## config.mk

```make
export PLATFORM = sky130hd
export DESIGN_NAME = eeprom_page_sched
export DESIGN_NICKNAME = d
export VERILOG_FILES = /design/src/rtl/eeprom_page_sched_pkg.sv /design/src/rtl/rr_arb2.sv /design/src/rtl/eeprom_page_sched.sv
export SDC_FILE = /design/constraint.sdc
export NUM_CORES = 1
export LEC_CHECK = 0
export CAP_MARGIN = 25
export CORE_ASPECT_RATIO = 0.8
export CORE_MARGIN = 2
export CORE_UTILIZATION = 35
export CTS_CLUSTER_SIZE = 12
export DETAILED_ROUTE_END_ITERATION = 8
export PLACE_DENSITY = 0.68
export RECOVER_POWER = 50
export SETUP_SLACK_MARGIN = 0.2
export SLEW_MARGIN = 20
export SYNTH_ARGS = -nofsm -noshare
export SYNTH_HDL_FRONTEND = slang
export SYNTH_HIERARCHICAL = 1
export SYNTH_SLANG_ARGS = --single-unit
```

## constraint.sdc

```tcl
create_clock -name clk -period 1.7 [get_ports clk]
set_input_delay 0.17 -clock clk [delete_from_list [all_inputs] [get_ports clk]]
set_output_delay 0.17 -clock clk [all_outputs]
set_load 0.1 [all_outputs]
```

## src/rtl/eeprom_page_sched_pkg.sv

```systemverilog
// Shared constants for the EEPROM page-write scheduler: FSM encodings,
// SPI EEPROM opcodes and the page-alignment helper.
package eeprom_page_sched_pkg;

  typedef enum logic [3:0] {
    ST_IDLE     = 4'd0,
    ST_WREN     = 4'd1,
    ST_CS_GAP   = 4'd2,
    ST_WRITE    = 4'd3,
    ST_ADDR_H   = 4'd4,
    ST_ADDR_L   = 4'd5,
    ST_DATA     = 4'd6,
    ST_POLL_CMD = 4'd7,
    ST_POLL_RD  = 4'd8,
    ST_CHECK    = 4'd9,
    ST_DONE     = 4'd10
  } state_t;

  // Per-byte handshake phase inside a byte-carrying state.
  typedef enum logic [1:0] {
    PH_SETUP = 2'd0,  // nCS already low, first byte not yet started
    PH_FETCH = 2'd1,  // data_rd issued, requester presents byte next cycle
    PH_ISSUE = 2'd2,  // spi_start as soon as the engine is idle
    PH_WAIT  = 2'd3   // byte outstanding, waiting for busy to fall
  } phase_t;

  localparam logic [7:0] OP_WREN  = 8'h06;
  localparam logic [7:0] OP_WRITE = 8'h02;
  localparam logic [7:0] OP_RDSR  = 8'h05;
  localparam logic [7:0] OP_DUMMY = 8'h00;

  // Clear the in-page offset bits so the write starts on a page boundary.
  function automatic logic [15:0] page_align(input logic [15:0] a, input int unsigned page_bytes);
    return a & ~(16'(page_bytes - 32'd1));
  endfunction

endpackage

```

## src/rtl/rr_arb2.sv

```systemverilog
// Two-requester round-robin arbiter. The requester not granted last wins a
// tie; last-grant resets to requester 1 so requester 0 wins the first tie.
module rr_arb2 (
  input  logic       clk,
  input  logic       rst,
  input  logic [1:0] req,
  input  logic       update,
  input  logic       owner,
  output logic [1:0] pick
);

  logic last;

  // Remember which requester completed most recently.
  always_ff @(posedge clk or negedge rst) begin
    if (!rst) begin
      last <= 1'b1;
    end else if (update) begin
      last <= owner;
    end else begin
      last <= last;
    end
  end

  // One-hot pick of the winning requester.
  always_comb begin
    pick = 2'b00;
    case (req)
      2'b01:   pick = 2'b01;
      2'b10:   pick = 2'b10;
      2'b11:   pick = last ? 2'b01 : 2'b10;
      default: pick = 2'b00;
    endcase
  end

endmodule

```

## src/rtl/eeprom_page_sched.sv

```systemverilog
// EEPROM page-write scheduler: arbitrates two requesters and drives one SPI
// page program (WREN, WRITE+address+data, RDSR polling) through a byte engine.
module eeprom_page_sched
  import eeprom_page_sched_pkg::*;
#(
  parameter int PAGE_BYTES = 32,
  parameter int POLL_MAX   = 1023
) (
  input  logic        clk,
  input  logic        rst,
  input  logic [1:0]  req,
  input  logic [15:0] addr0,
  input  logic [15:0] addr1,
  input  logic [7:0]  data_in0,
  input  logic [7:0]  data_in1,
  output logic        data_rd,
  output logic [1:0]  grant,
  output logic [1:0]  done,
  output logic        timeout,
  output logic        spi_start,
  output logic [7:0]  spi_tx,
  input  logic        spi_busy,
  input  logic [7:0]  spi_rx,
  output logic        nCS
);

  localparam int PW = (POLL_MAX < 2) ? 1 : $clog2(POLL_MAX + 1);
  localparam logic [PW-1:0] POLL_LAST = PW'(POLL_MAX - 1);
  localparam logic [8:0]    BYTE_LAST = 9'(PAGE_BYTES - 1);

  state_t        state, state_nxt, gap_target, gap_target_nxt;
  phase_t        phase, phase_nxt;
  logic          gap_cnt, gap_cnt_nxt;
  logic [8:0]    byte_cnt, byte_cnt_nxt;
  logic [PW-1:0] poll_cnt, poll_cnt_nxt;
  logic          busy_seen, busy_seen_nxt;
  logic          owner, owner_nxt;
  logic [15:0]   page_addr, page_addr_nxt;
  logic          wip, wip_nxt;
  logic          ncs_nxt, data_rd_nxt, timeout_nxt;
  logic [1:0]    grant_nxt, done_nxt;
  logic [1:0]    pick;
  logic          arb_update;
  logic          is_byte, byte_done;
  logic [7:0]    data_sel;

  rr_arb2 u_arb (
    .clk    (clk),
    .rst    (rst),
    .req    (req),
    .update (arb_update),
    .owner  (owner),
    .pick   (pick)
  );

  assign is_byte   = state inside {ST_WREN, ST_WRITE, ST_ADDR_H, ST_ADDR_L,
                                   ST_DATA, ST_POLL_CMD, ST_POLL_RD};
  // A byte completes on the first idle cycle after the engine reported busy.
  assign byte_done = is_byte && (phase == PH_WAIT) && busy_seen && !spi_busy;
  assign data_sel  = owner ? data_in1 : data_in0;

  // Byte to transmit in the current state; data bytes come straight from the
  // owner so the byte fetched by data_rd goes out on the following cycle.
  always_comb begin
    spi_tx = 8'h00;
    case (state)
      ST_WREN:     spi_tx = OP_WREN;
      ST_WRITE:    spi_tx = OP_WRITE;
      ST_ADDR_H:   spi_tx = page_addr[15:8];
      ST_ADDR_L:   spi_tx = page_addr[7:0];
      ST_DATA:     spi_tx = data_sel;
      ST_POLL_CMD: spi_tx = OP_RDSR;
      ST_POLL_RD:  spi_tx = OP_DUMMY;
      default:     spi_tx = 8'h00;
    endcase
  end

  // Next-state, byte handshake and next values of the registered outputs.
  always_comb begin
    state_nxt      = state;
    phase_nxt      = phase;
    gap_cnt_nxt    = gap_cnt;
    gap_target_nxt = gap_target;
    byte_cnt_nxt   = byte_cnt;
    poll_cnt_nxt   = poll_cnt;
    busy_seen_nxt  = busy_seen;
    owner_nxt      = owner;
    page_addr_nxt  = page_addr;
    wip_nxt        = wip;
    ncs_nxt        = nCS;
    grant_nxt      = grant;
    done_nxt       = 2'b00;
    timeout_nxt    = 1'b0;
    data_rd_nxt    = 1'b0;
    spi_start      = 1'b0;
    arb_update     = 1'b0;

    if (is_byte) begin
      case (phase)
        PH_SETUP, PH_FETCH: phase_nxt = PH_ISSUE;
        PH_ISSUE: begin
          if (!spi_busy) begin
            spi_start     = 1'b1;
            phase_nxt     = PH_WAIT;
            busy_seen_nxt = 1'b0;
          end else begin
            phase_nxt = PH_ISSUE;
          end
        end
        PH_WAIT:  busy_seen_nxt = busy_seen | spi_busy;
        default:  phase_nxt = PH_ISSUE;
      endcase
    end else begin
      busy_seen_nxt = 1'b0;
    end

    case (state)
      ST_IDLE: begin
        if (|req) begin
          state_nxt     = ST_WREN;
          phase_nxt     = PH_SETUP;
          grant_nxt     = pick;
          owner_nxt     = pick[1];
          page_addr_nxt = page_align(pick[1] ? addr1 : addr0, PAGE_BYTES);
          ncs_nxt       = 1'b0;
          byte_cnt_nxt  = 9'd0;
          poll_cnt_nxt  = '0;
        end else begin
          state_nxt = ST_IDLE;
        end
      end
      ST_WREN: begin
        if (byte_done) begin
          state_nxt      = ST_CS_GAP;
          gap_cnt_nxt    = 1'b0;
          gap_target_nxt = ST_WRITE;
          ncs_nxt        = 1'b1;
        end else begin
          state_nxt = ST_WREN;
        end
      end
      ST_CS_GAP: begin
        if (gap_cnt) begin
          state_nxt = gap_target;
          phase_nxt = PH_SETUP;
          ncs_nxt   = 1'b0;
        end else begin
          gap_cnt_nxt = 1'b1;
        end
      end
      ST_WRITE: begin
        if (byte_done) begin
          state_nxt = ST_ADDR_H;
          phase_nxt = PH_ISSUE;
        end else begin
          state_nxt = ST_WRITE;
        end
      end
      ST_ADDR_H: begin
        if (byte_done) begin
          state_nxt = ST_ADDR_L;
          phase_nxt = PH_ISSUE;
        end else begin
          state_nxt = ST_ADDR_H;
        end
      end
      ST_ADDR_L: begin
        if (byte_done) begin
          state_nxt    = ST_DATA;
          phase_nxt    = PH_FETCH;
          data_rd_nxt  = 1'b1;
          byte_cnt_nxt = 9'd0;
        end else begin
          state_nxt = ST_ADDR_L;
        end
      end
      ST_DATA: begin
        if (byte_done) begin
          byte_cnt_nxt = byte_cnt + 9'd1;
          if (byte_cnt == BYTE_LAST) begin
            state_nxt      = ST_CS_GAP;
            gap_cnt_nxt    = 1'b0;
            gap_target_nxt = ST_POLL_CMD;
            ncs_nxt        = 1'b1;
          end else begin
            phase_nxt   = PH_FETCH;
            data_rd_nxt = 1'b1;
          end
        end else begin
          state_nxt = ST_DATA;
        end
      end
      ST_POLL_CMD: begin
        if (byte_done) begin
          state_nxt = ST_POLL_RD;
          phase_nxt = PH_ISSUE;
        end else begin
          state_nxt = ST_POLL_CMD;
        end
      end
      ST_POLL_RD: begin
        if (byte_done) begin
          state_nxt = ST_CHECK;
          wip_nxt   = spi_rx[0];
          ncs_nxt   = 1'b1;
        end else begin
          state_nxt = ST_POLL_RD;
        end
      end
      // CHECK is also the first nCS-high cycle of the re-poll gap.
      ST_CHECK: begin
        if (!wip) begin
          state_nxt = ST_DONE;
          done_nxt  = grant;
        end else if (poll_cnt == POLL_LAST) begin
          state_nxt   = ST_DONE;
          done_nxt    = grant;
          timeout_nxt = 1'b1;
        end else begin
          poll_cnt_nxt   = poll_cnt + PW'(1);
          state_nxt      = ST_CS_GAP;
          gap_cnt_nxt    = 1'b1;
          gap_target_nxt = ST_POLL_CMD;
        end
      end
      ST_DONE: begin
        state_nxt  = ST_IDLE;
        grant_nxt  = 2'b00;
        arb_update = 1'b1;
      end
      default: begin
        state_nxt = ST_IDLE;
        grant_nxt = 2'b00;
        ncs_nxt   = 1'b1;
      end
    endcase
  end

  // State, counters and registered outputs.
  always_ff @(posedge clk or negedge rst) begin
    if (!rst) begin
      state      <= ST_IDLE;
      phase      <= PH_SETUP;
      gap_cnt    <= 1'b0;
      gap_target <= ST_IDLE;
      byte_cnt   <= 9'd0;
      poll_cnt   <= '0;
      busy_seen  <= 1'b0;
      owner      <= 1'b0;
      page_addr  <= 16'h0000;
      wip        <= 1'b0;
      nCS        <= 1'b1;
      grant      <= 2'b00;
      done       <= 2'b00;
      timeout    <= 1'b0;
      data_rd    <= 1'b0;
    end else begin
      state      <= state_nxt;
      phase      <= phase_nxt;
      gap_cnt    <= gap_cnt_nxt;
      gap_target <= gap_target_nxt;
      byte_cnt   <= byte_cnt_nxt;
      poll_cnt   <= poll_cnt_nxt;
      busy_seen  <= busy_seen_nxt;
      owner      <= owner_nxt;
      page_addr  <= page_addr_nxt;
      wip        <= wip_nxt;
      nCS        <= ncs_nxt;
      grant      <= grant_nxt;
      done       <= done_nxt;
      timeout    <= timeout_nxt;
      data_rd    <= data_rd_nxt;
    end
  end

endmodule

```

-- After elaboration in Yosys (flattened, before gate mapping)
Index checks and enable logic that the tools add are counted.
- $add $sub $neg: 2
- shifts and indexed selects: 0
- equal/unequal tests: 30
- div/mod/pow operators: 0
- mux-type cells: 73
- $lt $le $gt $ge: 0
- multipliers: 0
- bitwise operators: 3
- reduce and logical (&&, ||, !) cells: 27
- operators by type and width (kind ; count):
    $pmux W8 S6 ; 1
    $mux W4 ; 11
    $pmux W4 S10 ; 1
    $mux W10 ; 3
    $mux W2 ; 14
    $mux W9 ; 3
    $pmux W9 S3 ; 1
    $mux W1 ; 26
    $pmux W10 S2 ; 1
    $reduce_and A6 Y1 ; 3
    $eq A4 B3 Y1 const B ; 4
    $mux W16 ; 1
    $ne A2 B2 Y1 const B ; 7
    $eq A4 B4 Y1 const B ; 3
    $pmux W4 S3 ; 1
    $add A10 B1 Y10 const B ; 1
    $eq A10 B10 Y1 const B ; 1
    $pmux W2 S5 ; 1
    $reduce_and A2 Y1 ; 5
    $add A9 B1 Y9 const B ; 1
    $eq A9 B5 Y1 const B ; 1
    $reduce_or A9 Y1 ; 1
    $eq A2 B2 Y1 const B ; 4
    $eq A4 B2 Y1 const B ; 2
    other kinds (27) ; 38
- bits of input ports: 61
- ROM bits: 0
- latch bits: 0
- output and inout port bits: 16
- flip-flop bits (word level): 52
- word-level logic and storage cells: 151
- memories: 0
- bits in writable memories: 0

-- Logic depth before layout (Yosys ltp)
Gate-level depths: netlist (run 1).
- word-level depth: 7
- depth in mapped cells: 8
- mapped depth without buffers: 7

-- By module
Netlist (run 1), hierarchy kept.
- by module, submodules not included (module ; sequential area each (um^2) ; area an instance (um^2) ; times used ; cells an instance):
    eeprom_page_sched ; 1227.4 ; 2972.9 ; 1 ; 340
    rr_arb2 ; 26.3 ; 61.3 ; 1 ; 6

-- Worst setup path before layout (run 1)
Ideal clock, no wire load.
- path kind: reg2out
- start: reg state[0]
- end: out spi_tx[3]
- data arrival time: 3199 ps
- required time: 1530 ps
- buffers on the path: 2
- path slack: -1669 ps
- stages on the path, launching flop included: 5
- cell sequence: dfrtp_1 > buf_2 > nand4bb_1 > clkbuf_1 > o21ai_0
- word-level cells in the longest chain between the ends: 2
- elaborated cells between the ends (all ways): 7
- those cells by class: eq/ne (6); mux (1)
- RTL lines (element ; line ; source):
    start, declared ; eeprom_page_sched.sv:31 ; state_t state, state_nxt, gap_target, gap_target_nxt;
    start signal, assigned ; eeprom_page_sched.sv:258 ; state <= state_nxt;
    $eq A4 B3 Y1 (tied with other cells) ; eeprom_page_sched.sv:66 ; case (state)
    $pmux W8 S6 (*) ; eeprom_page_sched.sv:66 ;
    end, declared ; eeprom_page_sched.sv:21 ; output logic [7:0] spi_tx,
Every way passes the cells marked *; elsewhere a longest branch is shown, timed or not.

-- Worst setup path in the final report (run 1)
- start: reg state[1]
- end: out spi_tx[1]
Same word-level chain as after synthesis.

==> results of run 1 <==
## cell type report
cell class | instances | area, µm²
fill | 530 | 2380
clock inverter | 3 | 45.0
tap | 112 | 140
timing repair buffer | 201 | 2080
multi-input combinational | 268 | 2450
inverter | 5 | 22.5
clock buffer | 5 | 68.8
sequential | 50 | 1260
## placed cells by master (no fill, tap or decap), types with 4 or more instances in the layout
| master | instances |
|---|---|
| clkdlybuf4s50_1 | 42 |
| o21ai_0 | 4 |
| nor2_2 | 5 |
| nor2_1 | 13 |
| buf_12 | 16 |
| nand2_4 | 11 |
| nor3_1 | 4 |
| a21oi_4 | 4 |
| a21oi_1 | 6 |
| nand3_1 | 9 |
| o31ai_4 | 4 |
| o21ai_2 | 22 |
| o21ai_1 | 12 |
| nor2b_4 | 4 |
| nand3_2 | 6 |
| buf_6 | 46 |
| mux2i_1 | 21 |
| nand2_2 | 4 |
| nand2_1 | 26 |
| buf_4 | 85 |
| and2_4 | 6 |
| dfrtp_1 | 45 |
| clkbuf_8 | 5 |
| a21oi_2 | 8 |
| or4_4 | 4 |
| buf_8 | 5 |
| a31oi_1 | 5 |
| nand2b_1 | 4 |
| nor2_4 | 6 |
| nand4_1 | 5 |
## logic make-up (layout without fill, tap and decap cells)
family          after synthesis  after routing  share of synthesized area (%)
xor+xnor                      2              2                          0.577
flops                        50             50                           41.3
compound gates               97             98                           20.0
fa+ha+maj                     3              3                           1.24
buf+inv                      29            214                           4.29
simple gates                138            138                           23.6
mux                          27             27                           8.99
## path summary, 6_finish.rpt
path,end,from,cells after the start
worst max-delay path,spi_tx[1],state[1],7
worst min-delay path,phase[1],rst,2
worst max register to register,byte_cnt[4],state[2],9
worst min register to register,poll_cnt[0],poll_cnt[0],1
max in group asynchronous,u_arb/last,rst,3
min in group clk,wip,spi_rx[0],2
## power groups by stage
stage | clock network [mW] | registers [mW] | logic, mW
3_3_place_gp | 0 | 1.71 | 4.13
4_1_cts | 0.893 | 1.72 | 5.63
6_report | 0.916 | 1.81 | 6.54
5_1_grt | 0.964 | 1.84 | 6.78
3_5_place_dp | 0 | 1.71 | 4.21
2_1_floorplan | 0 | 1.87 | 2.51
## per-stage QoR
stage	hold slack (ns)	std cells
finish	0.414	644
global route	0.492	644
CTS	0.289	627
detailed placement	0.0973	572
global placement	0.0915	572
floorplan	-0.126	346
## Yosys cell counts (3+ instances only)
| library cell | number | area (µm²) |
|---|---|---|
| nand2b_1 | 7 | 43.8 |
| o31ai_1 | 7 | 52.6 |
| or4_1 | 5 | 37.5 |
| buf_2 | 4 | 20.0 |
| and3_1 | 5 | 31.3 |
| nor2_1 | 24 | 90.1 |
| a31oi_1 | 6 | 37.5 |
| nand4_1 | 5 | 31.3 |
| nand2_1 | 42 | 158 |
| nor2b_1 | 6 | 37.5 |
| mux2i_1 | 25 | 250 |
| inv_1 | 4 | 15.0 |
| o211ai_1 | 3 | 22.5 |
| and2_1 | 8 | 50.1 |
| o22ai_1 | 4 | 25.0 |
| a21oi_1 | 16 | 80.1 |
| nor3_1 | 5 | 25.0 |
| dfrtp_1 | 48 | 1200 |
| o21ai_0 | 40 | 200 |
| clkbuf_1 | 17 | 63.8 |
| nand3_1 | 18 | 90.1 |
| ha_1 | 3 | 37.5 |
## worst max-delay path: stages (launching register included)
cell       delay, ns
dfrtp_2         0.44
buf_6           0.15
buf_8           0.12
nor2_1          0.08
a2111oi_4       0.30
a21oi_2         0.09
nor2_4          0.14
buf_12          0.19
## registers in the layout, indices dropped and copies added (netlist names)
signal      count
busy_seen       1
byte_cnt        9
data_rd         1
done            2
gap_cnt         1
gap_target      2
grant           2
nCS             1
owner           1
page_addr      11
phase           2
poll_cnt       10
state           4
timeout         1
u_arb/last      1
wip             1
## layer usage
metal  track usage (%)  vias to the layer above  routed length [µm]
met4              7.11                        0                 484
li1                  -                     1635                   -
met3              5.24                       54                1020
met5                 0                        -                   0
met1              34.0                     1888                5430
met2              45.0                      228                6980
## timing repair
action / 4_1_cts / 5_1_grt
hold buffers: 1 / 0
resized for setup: 168 / 74
pin swaps: 57 / 36
setup buffers: 41 / 17
hold endpoints to repair: 10 / 0
setup endpoints to repair: 57 / 57
cloned: 5 / 0
==> summary.txt, run 1 <==
Status
  – Status: finished, violations left
  – Violated checks: setup timing

Power
  – Clock power frac: 9.9%
  – Design Power: 9.26 mW
  – Net load switching power: 4.30 mW
  – Seq pwr share: 19.5%
  – Int Power: 4.96 mW
  – Peak supply drop: 1.24 mV
  – Leak pwr: 2.60 nW
  – Sw Share: 46.4%
  – Pwr/cell area: 1530 nW/µm²
  – Gate power share: 70.6%

STA
  – Hold Vio Cnt, Final: 0
  – Slew HR: 49.9%
  – Max Slew Vio Count: 0
  – Final setup margin: -0.309 ns
  – Final setup fails: 48
  – Min Clock Period, post-route: 2.01 ns
  – Setup TNS Final: -8.27 ns
  – Fmax: 0.498 GHz
  – Part of the cycle the worst path needs: 118%
  – Skew final: 0.00775 ns
  – RSZ-0062 raised after global routing: yes
  – Least-Margin Pin Slew: 0.751 ns

Worst setup path
  – CP arrival: 1.84 ns
  – Setup CP Type: reg -> out
  – Startpoint types: flop
  – Crit end category: primary output
  – R2r setup slk: -0.27 ns
  – Required @ worst endpoint: 1.53 ns
  – Worst-path fanout max: 4

Clock tree
  – CTS tree: built
  – Clk Latency, worst-skew pair: 0.32 ns
  – CTS Root Cell: clkbuf_8
  – Max clock buf depth: 2
  – Clock edge transition at the registers on the reported setup and hold paths: 0.11 ns
  – CTS Buf Count: 5
  – CTS HTree Levels: 2
  – Clock Sinks: 50

Placed design
  – Number of buffers added on ports: 59
  – Post-placement cell area: 4520 µm²
  – HPWL Detailed: 7.03 mm
  – GP Congestion: 0.905
  – Setup slack at placement: -0.236 ns

Die
  – Row Count: 30
  – DIE AREA: 9430 µm²
  – CORE AREA: 8450 µm²
  – Die width: 108 µm
  – Initial core utilization: 35.9%
  – Die height: 87.3 µm
  – I/O Pins: 77

Synthesis
  – Post-synth net total: 410
  – Distinct cells, synth: 58
  – Post-synth design cell area: 3030 µm²
  – Yosys synthesis warning count: 6
  – EDFF count, synth: 0
  – Mapped Cells: 346
  – #FFs+latches synth: 50
  – Primary FF master, synth: dfrtp_1
  – Post-synthesis area per instance: 8.77 µm²
  – Post-synth ARST share: 100%
  – Sequential fraction of the synthesis area: 41.3%

Detailed routing
  – Initial DRC Count: 257
  – Drt first pass iters: 7
  – Final WL: 13.9 mm
  – Total vias in the final route: 3805
  – Via density: 5.91
  – Remaining routing DRC violations: 0
  – Antenna-violating nets left: 0
  – Wire length per cell: 21.6 µm

GRT
  – Gr ovfl total: 0
  – Vias in the first global route: 3617
  – Global-route wire length before repair: 19.0 mm
  – Largest net degree at the start of global routing: 30
  – Global-route usage over all layers: 26.3%
  – Initial antenna violation count: 0

Layout
  – Final Cell Area: 6070 µm²
  – Layout net count: 595
  – Diodes inserted: 0
  – Layout area overhead: 100%
  – Fin util: 71.9%
  – Share of layout cells above drive strength 1: 56.8%

Flow run
  – Max Cap Viol: 0

Hold path
  – Hold WC Path Type: in -> async
No activity file was read; power rests on OpenSTA's default activity.
==> run 2: changes to the inputs <==
GPL_ROUTABILITY_DRIVEN = 0   (was unset)
==> summary.txt, run 2 (synthesis gave the netlist of run 1 again) <==
Worst setup path
  – Worst reg2reg endpoint: poll_cnt[9]
  – R2r setup slk: -0.29 ns
  – Crit-path slowest cell: dfrtp_2
  – Max stage delay on crit path: 0.48 ns
  – Critical R2R Launch: state[2]
  – Cell count of the worst reg-to-reg path: 6
  – Crit end category: flop
  – Setup CP Type: reg -> reg
  – CP arrival: 2.23 ns
  – Most frequent CP cell: buf_6
  – Cells along the critical path: buf_6 -> buf_6 -> or2_4 -> or4_4 -> or3_4 -> a21oi_2
  – Required @ worst endpoint: 1.94 ns
  – Critical path origin: state[2]
  – Worst Setup EP: poll_cnt[9]
  – Worst-path fanout max: 4
  – Startpoint types: flop

Layout
  – Diodes inserted: 0
  – Fill cells: 572
  – Most common cell after layout, fill and taps aside: buf_4
  – Largest registers: page_addr x11, poll_cnt x10, byte_cnt x9
  – Most frequent cells in the layout: buf_4 (86), dfrtp_1 (45), clkdlybuf4s50_1 (41)
  – Share of layout cells above drive strength 1: 53.0%
  – Final Cell Area: 5800 µm²
  – Largest register FFs: 11
  – Most flops, register: page_addr
  – Layout area overhead: 91.1%
  – Layout net count: 576

STA
  – Max Slew Vio Count: 0
  – Least-Margin Pin Slew: 1.13 ns
  – Slew HR: 24.9%
  – Final setup fails: 49
  – Setup TNS Final: -8.14 ns
  – Min Clock Period, post-route: 1.99 ns
  – Final setup margin: -0.290 ns
  – RSZ-0062 raised after global routing: yes
  – Hold Vio Cnt, Final: 0
  – Fmax: 0.502 GHz
  – Part of the cycle the worst path needs: 117%
  – Skew final: 0.00998 ns

Detailed routing
  – Final WL: 12.5 mm
  – Via density: 5.75
  – Initial DRC Count: 293
  – Total vias in the final route: 3594
  – Antenna-violating nets left: 0
  – Wire length on met3: 1.06 mm
  – DR WL met2: 6.11 mm
  – Drt first pass iters: 5
  – Remaining routing DRC violations: 0
  – Wire length per cell: 20.0 µm
  – Top layer in use: met4
  – WL met1: 4.99 mm

GRT
  – Largest net degree at the start of global routing: 51
  – Gr ovfl total: 0
  – Initial antenna violation count: 0
  – Global-route wire length before repair: 17.9 mm
  – Global-route usage over all layers: 24.3%
  – Vias in the first global route: 3552

Hold path
  – Hold WC Path Type: in -> reg
  – Hold_sp: spi_busy

Die
  – I/O Pins: 77
  – Row Count: 30
  – Initial core utilization: 35.9%
  – CORE AREA: 8450 µm²
  – Die width: 108 µm
  – DIE AREA: 9430 µm²
  – Die height: 87.3 µm

Status
  – Violated checks: setup timing
  – Status: finished, violations left

Placed design
  – Number of buffers added on ports: 59
  – HPWL Detailed: 6.71 mm
  – Post-placement cell area: 4520 µm²

Clock tree
  – CTS Root Cell: clkbuf_8
  – CTS Buf Count: 5
  – Max clock buf depth: 2
  – Clock edge transition at the registers on the reported setup and hold paths: 0.10 ns
  – CTS HTree Levels: 2
  – Clock Sinks: 50
  – CTS tree: built
  – Clk Latency, worst-skew pair: 0.31 ns

Power
  – Leak pwr: 2.55 nW
  – Pwr/cell area: 1530 nW/µm²
  – Peak supply drop: 0.856 mV

Flow run
  – Max Cap Viol: 0
-- run 2: report_power, final --
| group | switching (mW) | internal, mW | leakage [nW] |
|---|---|---|---|
| clock | 0.425 | 0.628 | 0.0714 |
| combinational | 3.25 | 2.76 | 1.83 |
| sequential | 0.307 | 1.48 | 0.648 |
| total | 3.98 | 4.87 | 2.55 |
-- run 2: cell type report --
class | count | area (µm²) | share of cell area [%]
inverter | 5 | 22.5 | 0.388
sequential | 50 | 1260 | 21.7
timing repair buffer | 182 | 1850 | 32.0
tap | 112 | 140 | 2.42
clock inverter | 2 | 60.1 | 1.04
multi-input combinational | 268 | 2380 | 41.1
clock buffer | 6 | 82.6 | 1.42
-- run 2: worst min path at each step --
| stage | cells past startpoint | slack (ns) | endpoint |
|---|---|---|---|
| global route | 3 | 0.50 | page_addr[13] |
| floorplan | 0 | -0.13 | busy_seen |
| detailed placement | 2 | 0.19 | timeout |
| CTS | 3 | 0.39 | data_rd |
| global placement | 2 | 0.18 | timeout |
| finish | 4 | 0.44 | busy_seen |
-- run 2: metrics by stage --
step	power, mW	hold WS [ns]	setup slack, ns	utilization (%)	std cells
2_1_floorplan	4.38	-0.126	-0.287	-	346
3_3_place_gp	5.88	0.184	-0.169	53.5	570
3_5_place_dp	5.95	0.187	-0.242	53.5	570
4_1_cts	7.95	0.389	-0.173	63.1	608
5_1_grt	9.18	0.502	-0.330	68.7	625
6_report	8.85	0.445	-0.290	68.7	625
-- run 2: routing by layer --
metal | global-route usage (%) | vias up
li1 | - | 1602
met1 | 31.2 | 1728
met2 | 39.8 | 219
met3 | 5.68 | 45
met4 | 10.0 | 0
met5 | 0 | -
-- run 2: worst max-delay path, delay by kind of cell, from the launching register on --
family	cells	cell delay [ns]
AND/OR/NAND/NOR	3	1.02
buffers and inverters	2	0.27
AO/OA/AOI/OAI	1	0.14
flip-flops	1	0.48
-- run 2: repair_timing --
item                                    in CTS  in global routing
setup buffers                               25                 16
endpoints found under the hold margin       48                  0
cloned                                       4                  1
pin swaps                                   21                 39
hold buffers                                 1                  0
resized for setup                          115                 81
endpoints found under the setup margin      54                 57
==> run 3: changes to the inputs <==
ABC_AREA = 1   (was unset)
CELL_PAD_IN_SITES_DETAIL_PLACEMENT = 0   (was unset)
CELL_PAD_IN_SITES_GLOBAL_PLACEMENT = 1   (was unset)
CORE_UTILIZATION = 32   (was 35)
PLACE_DENSITY = 0.82   (was 0.68)
SKIP_CTS_REPAIR_TIMING = 1   (was unset)
==> summary.txt, run 3 <==
Synthesis
  – Top cells by count, synth: nand2_1 (172), nor2_1 (83), dfrtp_1 (48), inv_1 (35), nand3_1 (24)
  – Dominant cells by area after synthesis: dfrtp_1 (38%), nand2_1 (20%), nor2_1 (9.7%)
  – Post-synth design cell area: 3200 µm²
  – Yosys synthesis warning count: 6
  – Primary FF master, synth: dfrtp_1
  – Mapped Cells: 471
  – Post-synth ARST share: 100%
  – Yosys top cell by area: dfrtp_1
  – Distinct cells, synth: 34
  – Post-synthesis area per instance: 6.80 µm²
  – #FFs+latches synth: 50
  – Most common cell in the netlist: nand2_1
  – Post-synth net total: 535
  – EDFF count, synth: 0
  – Sequential fraction of the synthesis area: 39.2%
  – Yosys top cell area share: 37.5%

STA
  – Min Clock Period, post-route: 1.82 ns
  – Final setup fails: 20
  – Hold Vio Cnt, Final: 0
  – RSZ-0062 raised after global routing: yes
  – Final setup margin: -0.123 ns
  – Fmax: 0.549 GHz
  – Slew HR: 51.8%
  – Max Slew Vio Count: 0
  – Skew final: 0.00647 ns
  – Least-Margin Pin Slew: 0.723 ns
  – Part of the cycle the worst path needs: 107%

GRT
  – Gr ovfl total: 0
  – Largest net degree at the start of global routing: 51
  – Initial antenna violation count: 0
  – Vias in the first global route: 3047
  – Global-route usage over all layers: 17.1%
  – Global-route wire length before repair: 14.5 mm

Worst setup path
  – Worst-path fanout max: 4
  – Startpoint types: flop
  – Setup CP Type: reg -> out
  – Crit end category: primary output
  – R2r setup slk: -0.05 ns
  – Required @ worst endpoint: 1.53 ns
  – CP arrival: 1.65 ns

Clock tree
  – CTS Root Cell: clkbuf_16
  – Clk Latency, worst-skew pair: 0.30 ns
  – Clock edge transition at the registers on the reported setup and hold paths: 0.07 ns
  – Max clock buf depth: 2
  – CTS Buf Count: 5
  – CTS tree: built
  – CTS HTree Levels: 2
  – Clock Sinks: 50

Layout
  – Share of layout cells above drive strength 1: 30.4%
  – Fill cells: 973
  – Largest register FFs: 11
  – Diodes inserted: 0
  – Register Area: 1260 µm²
  – Layout area overhead: 56.3%
  – Most common cell after layout, fill and taps aside: nand2_1
  – Multi-input combinational cell area: 2070 µm²
  – Most flops, register: page_addr
  – Layout net count: 645
  – Largest registers: page_addr x11, poll_cnt x10, byte_cnt x9
  – Final non-filler cell total: 718
  – Most frequent cells in the layout: nand2_1 (157), nor2_1 (70), dfrtp_1 (45), buf_4 (45), clkdlybuf4s50_1 (42)

Detailed routing
  – Drt first pass iters: 5
  – Antenna-violating nets left: 0
  – Wire length per cell: 13.5 µm
  – Via density: 4.70
  – Final WL: 9.72 mm
  – Remaining routing DRC violations: 0
  – Total vias in the final route: 3372
  – Initial DRC Count: 203

Status
  – Violated checks: setup timing
  – Status: finished, violations left

Power
  – Peak supply drop: 0.961 mV
  – Design Power: 6.50 mW
  – Leak pwr: 2.43 nW
  – Pwr/cell area: 1300 nW/µm²

Die
  – Die width: 116 µm
  – I/O Pins: 77
  – DIE AREA: 10800 µm²
  – CORE AREA: 9690 µm²
  – Die height: 93.5 µm
  – Initial core utilization: 33.0%
  – Row Count: 32

Placed design
  – HPWL Detailed: 7.13 mm
  – Inst Count DP: 686
  – Number of buffers added on ports: 59

Hold path
  – Hold WC Path Type: in -> reg

Flow run
  – Max Cap Viol: 0
[run 3: cell count changes in the layout (fill, tap and decap cells not counted), sizes merged, moves of 23 or more]
cell	previous run	this run
buf	138	69
inv	4	40
mux2i	25	0
nand2	42	179
nor2	24	89
o21ai	41	18
[run 3: per-stage QoR]
step           hold WS [ns]  cell area, µm²  utilization, %  TNS (ns)  setup slack, ns
2_1_floorplan        -0.126            3300               -   -0.0355          -0.0355
3_3_place_gp          0.188            4350            44.9         0           0.0292
3_5_place_dp          0.192            4350            44.9   -0.0120          -0.0118
4_1_cts              -0.124            4490            46.4     -2.08           -0.308
5_1_grt               0.473            5000            51.6     -3.62           -0.194
6_report              0.457            5000            51.6     -1.10           -0.123
[run 3: power breakdown]
group	switching, mW	internal, mW	total, mW
logic	2.27	1.53	3.80
registers	0.248	1.46	1.71
clock network	0.444	0.547	0.990
[run 3: path summary, 6_finish.rpt]
kind / from / endpoint / cells after the start
setup / recovery: state[1] / spi_start / 6
min in group asynchronous: rst / gap_target[1] / 3
hold reg to reg: gap_cnt / gap_cnt / 2
max in group asynchronous: rst / state[0] / 3
hold / removal: spi_rx[0] / wip / 3
setup reg to reg: state[3] / page_addr[11] / 7
[run 3: kinds of logic (layout without fill, tap and decap cells)]
kind of cell	Yosys count	count (layout)	synth area share (%)
buffers and inverters	54	165	7.54
XOR/XNOR	13	13	3.56
AND/OR/NAND/NOR	305	305	39.3
adder cells (fa/ha/maj)	3	3	1.17
flip-flops	50	50	39.2
AO/OA/AOI/OAI	46	46	9.26
[run 3: final cells by class]
| class | instances | share of cell area [%] |
|---|---|---|
| tap | 136 | 3.40 |
| multi-input combinational | 367 | 41.4 |
| inverter | 42 | 3.55 |
| timing repair buffer | 113 | 23.4 |
| clock buffer | 6 | 2.58 |
| timing repair inverter | 2 | 0.300 |
| clock inverter | 2 | 0.275 |
| sequential | 50 | 25.1 |
[run 3: layer usage]
| layer | up-vias | wire, µm | global-route usage (%) |
|---|---|---|---|
| met2 | 72 | 4470 | 25.7 |
| li1 | 1712 | - | - |
| met5 | - | 0 | 0 |
| met1 | 1581 | 4760 | 25.5 |
| met3 | 7 | 424 | 3.11 |
| met4 | 0 | 70 | 3.47 |
[run 3: critical path: stages (launching register included)]
cell and delay [ns]:
dfrtp_2 0.46, buf_4 0.16, nor2_4 0.12, nand2_2 0.09, buf_4 0.17, a21oi_4 0.16
buf_12 0.19
